[src/rtl/alu_driver.sv]
// alu_driver: request/response front-end for a combinational alu.
//
// A request (req_a/req_b/req_op) is accepted on req_valid & req_ready in IDLE and driven
// to the alu through registers. After SETTLE_CYCLES cycles the alu result and flag are
// captured and offered on the response port until rsp_valid & rsp_ready.
//
// Ports:
//   clk, reset_n                 clock (rising edge) and asynchronous active-low reset
//   req_valid/req_ready          request handshake; req_a, req_b, req_op request payload
//   alu_a, alu_b, alu_op         registered operands/opcode driven to the alu
//   alu_result, alu_flag         combinational alu outputs
//   rsp_valid/rsp_ready          response handshake; rsp_result, rsp_flag, rsp_err payload
//   busy                         high whenever the FSM is not idle
//
// Optional feature macro: ALU_OPCHECK_EN
//   Defined: illegal opcodes bypass the alu and return rsp_err=1 with a zero result.
//   Undefined: every opcode is issued and rsp_err is constant 0.

module alu_driver #(
  parameter int unsigned WIDTH         = 32,
  parameter int unsigned SETTLE_CYCLES = 1
) (
  input  logic             clk,
  input  logic             reset_n,
  input  logic             req_valid,
  output logic             req_ready,
  input  logic [WIDTH-1:0] req_a,
  input  logic [WIDTH-1:0] req_b,
  input  logic [3:0]       req_op,
  output logic [WIDTH-1:0] alu_a,
  output logic [WIDTH-1:0] alu_b,
  output logic [3:0]       alu_op,
  input  logic [WIDTH-1:0] alu_result,
  input  logic             alu_flag,
  output logic             rsp_valid,
  input  logic             rsp_ready,
  output logic [WIDTH-1:0] rsp_result,
  output logic             rsp_flag,
  output logic             rsp_err,
  output logic             busy
);

  localparam logic [1:0] StIdle   = 2'd0;
  localparam logic [1:0] StSettle = 2'd1;
  localparam logic [1:0] StResp   = 2'd2;

  localparam logic [3:0] CntInit = 4'(SETTLE_CYCLES - 1);

  logic [1:0]       state_q, state_d;
  logic [3:0]       cnt_q, cnt_d;
  logic [WIDTH-1:0] alu_a_q, alu_a_d;
  logic [WIDTH-1:0] alu_b_q, alu_b_d;
  logic [3:0]       alu_op_q, alu_op_d;
  logic [WIDTH-1:0] rsp_result_q, rsp_result_d;
  logic             rsp_flag_q, rsp_flag_d;
  logic             rsp_valid_q, rsp_valid_d;

`ifdef ALU_OPCHECK_EN
  logic rsp_err_q, rsp_err_d;

  function automatic logic op_legal(input logic [3:0] op);
    case (op)
      4'b0000, 4'b0010, 4'b0100, 4'b0101, 4'b0110, 4'b0111, 4'b1010: op_legal = 1'b1;
      default:                                                       op_legal = 1'b0;
    endcase
  endfunction
`endif

  always_comb begin
    state_d      = state_q;
    cnt_d        = cnt_q;
    alu_a_d      = alu_a_q;
    alu_b_d      = alu_b_q;
    alu_op_d     = alu_op_q;
    rsp_result_d = rsp_result_q;
    rsp_flag_d   = rsp_flag_q;
    rsp_valid_d  = rsp_valid_q;
`ifdef ALU_OPCHECK_EN
    rsp_err_d    = rsp_err_q;
`endif
    case (state_q)
      StIdle: begin
        if (req_valid) begin
`ifdef ALU_OPCHECK_EN
          if (!op_legal(req_op)) begin
            // Rejected op never reaches the alu; alu inputs keep their old values.
            rsp_result_d = '0;
            rsp_flag_d   = 1'b0;
            rsp_err_d    = 1'b1;
            rsp_valid_d  = 1'b1;
            state_d      = StResp;
          end else begin
            alu_a_d  = req_a;
            alu_b_d  = req_b;
            alu_op_d = req_op;
            cnt_d    = CntInit;
            state_d  = StSettle;
          end
`else
          alu_a_d  = req_a;
          alu_b_d  = req_b;
          alu_op_d = req_op;
          cnt_d    = CntInit;
          state_d  = StSettle;
`endif
        end
      end
      StSettle: begin
        if (cnt_q != 4'd0) begin
          cnt_d = cnt_q - 4'd1;
        end else begin
          rsp_result_d = alu_result;
          rsp_flag_d   = alu_flag;
`ifdef ALU_OPCHECK_EN
          rsp_err_d    = 1'b0;
`endif
          rsp_valid_d  = 1'b1;
          state_d      = StResp;
        end
      end
      StResp: begin
        // Only rsp_valid clears; result/flag hold until the next capture.
        if (rsp_ready) begin
          rsp_valid_d = 1'b0;
          state_d     = StIdle;
        end
      end
      default: state_d = StIdle;
    endcase
  end

  always_ff @(posedge clk or negedge reset_n) begin
    if (!reset_n) begin
      state_q      <= StIdle;
      cnt_q        <= 4'd0;
      alu_a_q      <= '0;
      alu_b_q      <= '0;
      alu_op_q     <= 4'd0;
      rsp_result_q <= '0;
      rsp_flag_q   <= 1'b0;
      rsp_valid_q  <= 1'b0;
    end else begin
      state_q      <= state_d;
      cnt_q        <= cnt_d;
      alu_a_q      <= alu_a_d;
      alu_b_q      <= alu_b_d;
      alu_op_q     <= alu_op_d;
      rsp_result_q <= rsp_result_d;
      rsp_flag_q   <= rsp_flag_d;
      rsp_valid_q  <= rsp_valid_d;
    end
  end

`ifdef ALU_OPCHECK_EN
  always_ff @(posedge clk or negedge reset_n) begin
    if (!reset_n) begin
      rsp_err_q <= 1'b0;
    end else begin
      rsp_err_q <= rsp_err_d;
    end
  end
  assign rsp_err = rsp_err_q;
`else
  assign rsp_err = 1'b0;
`endif

  assign req_ready  = (state_q == StIdle);
  assign busy       = (state_q != StIdle);
  assign alu_a      = alu_a_q;
  assign alu_b      = alu_b_q;
  assign alu_op     = alu_op_q;
  assign rsp_valid  = rsp_valid_q;
  assign rsp_result = rsp_result_q;
  assign rsp_flag   = rsp_flag_q;

endmodule
[config.mk]
export PLATFORM = sky130hd
export DESIGN_NAME = alu_driver
export DESIGN_NICKNAME = d
export VERILOG_FILES = /design/src/rtl/alu_driver.sv
export SDC_FILE = /design/constraint.sdc
export NUM_CORES = 1
export LEC_CHECK = 0
export BUFFER_PORTS_ARGS = -buffer_cell sky130_fd_sc_hd__buf_2
export CAP_MARGIN = 20
export CORE_UTILIZATION = 30
export DETAILED_ROUTE_END_ITERATION = 8
export SYNTH_ARGS = -nofsm -noshare
export SYNTH_HDL_FRONTEND = slang
export SYNTH_SLANG_ARGS = --single-unit
[constraint.sdc]
create_clock -name clk -period 2.35 [get_ports clk]
set_clock_uncertainty 0.05 [all_clocks]
set_input_delay 0 -clock clk [delete_from_list [all_inputs] [get_ports clk]]
set_output_delay 0 -clock clk [all_outputs]
set_load 0.005 [all_outputs]
; ---- Word level (Yosys, flattened, before mapping)
; Cells that the tools add are included.
; W data, S select, Z words.
[totals]
out_inout_bits = 105
ff_bits = 108
inputBits = 105
word_cells = 36
[classes]
reduce_logical = 10
n_eq_ne = 6
addsub = 1
bitwise = 1
n_mux = 10
[op_table]
columns = op, count
row1 = $reduce_and A3 Y1, 3
row2 = $mux W4, 2
row3 = $ne A2 B2 Y1 const B, 4
row4 = $pmux W4 S2, 1
row5 = $mux W2, 3
row6 = $pmux W2 S3, 1
row7 = $reduce_bool A2 Y1, 3
row8 = $reduce_and A2 Y1, 2
row9 = $reduce_bool A4 Y1, 1
row10 = $sub A4 B1 Y4 const B, 1
row11 = $eq A2 B1 Y1 const B, 1
row12 = $eq A2 B2 Y1 const B, 1
row13 = $logic_not A2 Y1, 1
row14 = $mux W1, 2
row15 = $pmux W1 S2, 1
row16 = $not A1 Y1, 1

; ---- Logic depth before layout (Yosys ltp)
[logic_depth]
word_depth = 3
mapped_depth = 7
depth_no_buf = 5

; ---- Worst setup path after synthesis
; OpenSTA, ideal clock, no wires.
[synth_path]
path_kind = flip-flop to flip-flop
start = register cnt_q[0]
end = register rsp_result_q[10] (netlist: rsp_result[10])
t_arrival_ps = 1720
setup_slack_ps = 455
setup_ps = 125
stages_incl_launch_ff = 8
n_path_buf = 2
cell_sequence = dfrtp_1 -> inv_1 -> ha_1 -> nor3b_2 -> and3b_1 -> buf_2 -> buf_4 -> mux2_2
[synth_between]
elab_chain_len = 3
[synth_lines]
columns = element, line_no
row1 = from (decl), 50  ; logic [3:0] cnt_q, cnt_d;
row2 = from (signal assigned), 144  ; cnt_q <= cnt_d;
row3 = $reduce_bool A4 Y1, 109  ; if (cnt_q != 4'd0) begin
row4 = $not A1 Y1 (no line), n/a
row5 = $reduce_and A2 Y1 (no line), n/a
row6 = to (signal assigned), 148  ; rsp_result_q <= rsp_result_d;
row7 = to (decl), 54  ; logic [WIDTH-1:0] rsp_result_q, rsp_result_d;
; Every way passes these cells.
; A chain may end at the register's enable or synchronous reset.

; ---- Worst setup path in the final report
[layout_path]
start = register cnt_q[0]
end = register rsp_result_q[16] (netlist: rsp_result[16])
; Same word-level chain as after synthesis.

==> metrics.cfg <==
[clocking]
hold_buffers = 104
clk_pin_slew_ns = 0.07
clock_latency_ns = 0.34
numCtsBuffers = 9
cts_tree = built
cts_root_buf = clkbuf_16
clkSinkCount = 108
clockBufferDepth = 2
cts_post_setup_buffers_inserted = 0
post_cts_resize_count = 0
htree_levels = 3

[logic_synthesis]
syn-mean-instance-area_um2 = 16.4
synth_top_area_cell = dfrtp_1
synthTopCellsByArea = dfrtp_1 (64%), mux2_2 (25%), mux2_4 (3.2%)
async_flop_share_pct = 100
synthCells = 257
ys_seq_elements = 108
synth_enable_flop_cells = 0
ys_types = 31
ys_seq_area_share_pct = 64.1
ys.flop_type = dfrtp_1
synthesis.area_um2 = 4220
synth_fp_nets = 363
synth_common_cells = dfrtp_1 (108), mux2_2 (93), buf_4 (9), mux2_4 (9)
yosysMostFrequentCell = dfrtp_1
yosysWarnings = 0
synth_top_area_share_pct = 64.1

[detailed_routing]
vias = 3245
met3_wirelength_um = 556
drt_iter0_markers = 114
wl_met2_um = 5620
wire_per_inst_um = 14.0
drc_errors = 0
first_pass_iters = 4
totalWireLength_um = 10600
antenna_left = 0
wl_met1_um = 4170
top_layer = met4
vias_per_cell = 4.29

[grt]
antenna_found_initial = 0
grt_pass1_vias = 3502
grt_max_degree = 61
overflow = 0
grt_pass1_wl_um = 16900
grtUsageTotal_pct = 15.0

[critical_path]
worst_ep_arrival_time_ns = 2.25
path_class = flip-flop to flip-flop
worstPathMaxFanout = 34
crit_required_ns = 2.53
reg2reg_to = rsp_result[16]
cp-startpoint = cnt_q[0]
reg2regPathDepth = 6
rrSetupSlack_ns = 0.28
worstSetupStartpointType = flip-flop
r2r_start = cnt_q[0]
crit_path_end_kind = flip-flop

[power_and_ir_drop]
power.density_nw_per_um2 = 1180
p_leak_uw = 0.00328
peakVddDrop_uv = 621

[floorplanning]
start_util_pct = 31.3
die_h_um = 121
die_area_um2 = 14500
num_rows = 42
coreArea_um2 = 13500
ioPinCount = 210
die_x_um = 121

[timing]
fin_setup_tns_ns = 0
slew_viol_final = 0
tightest_slew_ns = 0.779
fmax_mhz = 482
min_period_ns = 2.07
setup_viol = 0
grt_setup_unrepaired = no
period_share_pct = 88.2
hold_viol_final = 0
slew-limit-headroom_pct = 48.1

[finish]
multi_input_area_um2 = 1380
diodes = 0
synthToLayoutAreaGrowth_pct = 62.0
regArea_um2 = 2700
fin_util_pct = 50.8
fillCellCount = 1181
final_layout_size_suffix_gt1_share_pct = 58.9
nNetsFinal = 682

[run]
max_cap_viol_count = 0

[placement]
place_hpwl_um = 6970
port_buffers = 208
gp_congestion = 0.724

[run_status]
status = complete, no violations

[worst_hold_path]
hold_path.class = primary input to asynchronous set/reset pin

-- worst max-delay path, stage by stage, from the launching register on --
cell     delay, ns
dfrtp_1       0.40
inv_1         0.08
ha_1          0.20
nor3b_2       0.36
and3b_2       0.27
buf_12        0.22
mux2_2        0.37
-- cells by family after synthesis --
| kind of cell | Yosys count | share of synthesized area, % |
|---|---|---|
| other | 1 | 0.0890 |
| DFF | 108 | 64.1 |
| adders and majority gates | 1 | 0.297 |
| muxes | 102 | 28.0 |
| AOI/OAI and AO/OA | 9 | 1.45 |
| and+or+nand+nor | 18 | 2.82 |
| buffers and inverters | 18 | 3.18 |
-- registers in the layout, indices dropped and copies added (netlist names) --
name,count
alu_a,32
alu_b,32
rsp_result,32
alu_op,4
cnt_q,4
state_q,2
rsp_flag,1
rsp_valid,1
-- layout make-up --
type | instances | area share (%)
multi-input combinational | 131 | 20.2
tap | 176 | 3.22
sequential | 108 | 39.6
inverter | 4 | 0.220
timing repair buffer | 322 | 32.2
clock buffer | 13 | 3.96
clock inverter | 3 | 0.641
-- report_power, final --
part / total (uW) / internal (uW) / switching, uW
registers: 3290 / 2810 / 486
logic: 3200 / 1980 / 1220
clock network: 1560 / 914 / 649
-- routing by layer --
metal  GRT usage (%)  up-vias
li1                -     1543
met1            16.9     1568
met2            27.4      118
met3            2.92       16
met4            6.64        0
met5               0        -
-- cell usage in the layout, fill, tap and decap left out, types with 2 or more instances in the layout --
master / Yosys / final
dlygate4sd3_1: 0 / 104
mux2_2: 93 / 93
dfrtp_1: 108 / 108
mux2_4: 9 / 9
nand2_1: 3 / 3
clkbuf_16: 0 / 9
clkbuf_8: 0 / 3
buf_12: 1 / 3
o21ai_0: 3 / 3
inv_1: 3 / 3
nor2_1: 2 / 2
buf_2: 1 / 207
a21o_1: 2 / 2
nand3_1: 2 / 2
buf_4: 9 / 8
nor3_1: 2 / 2
-- worst max-delay path by stage --
stage / to / slack (ns) / depth (start not counted)
final: rsp_result[16] / 0.28 / 6
after floorplan: rsp_result[10] / 0.46 / 7
after global routing: rsp_result[16] / 0.11 / 6
after detailed placement: rsp_result[16] / 0.27 / 6
after CTS: rsp_result[16] / 0.26 / 6
after global placement: rsp_result[13] / 0.40 / 6
-- per-stage QoR --
stage               worst slack, ns  total power (uW)  area (um^2)  instances  hold slack [ns]
CTS                           0.255              8170         6830        757            0.269
global route                  0.109              8620         6830        757            0.304
global placement              0.404              6320         5470        637           0.0772
floorplan                     0.455              5050         4220        257           -0.346
finish                        0.277              8060         6830        757            0.212
detailed placement            0.269              6440         5470        637           0.0860
(Power assumes the default switching activity.)
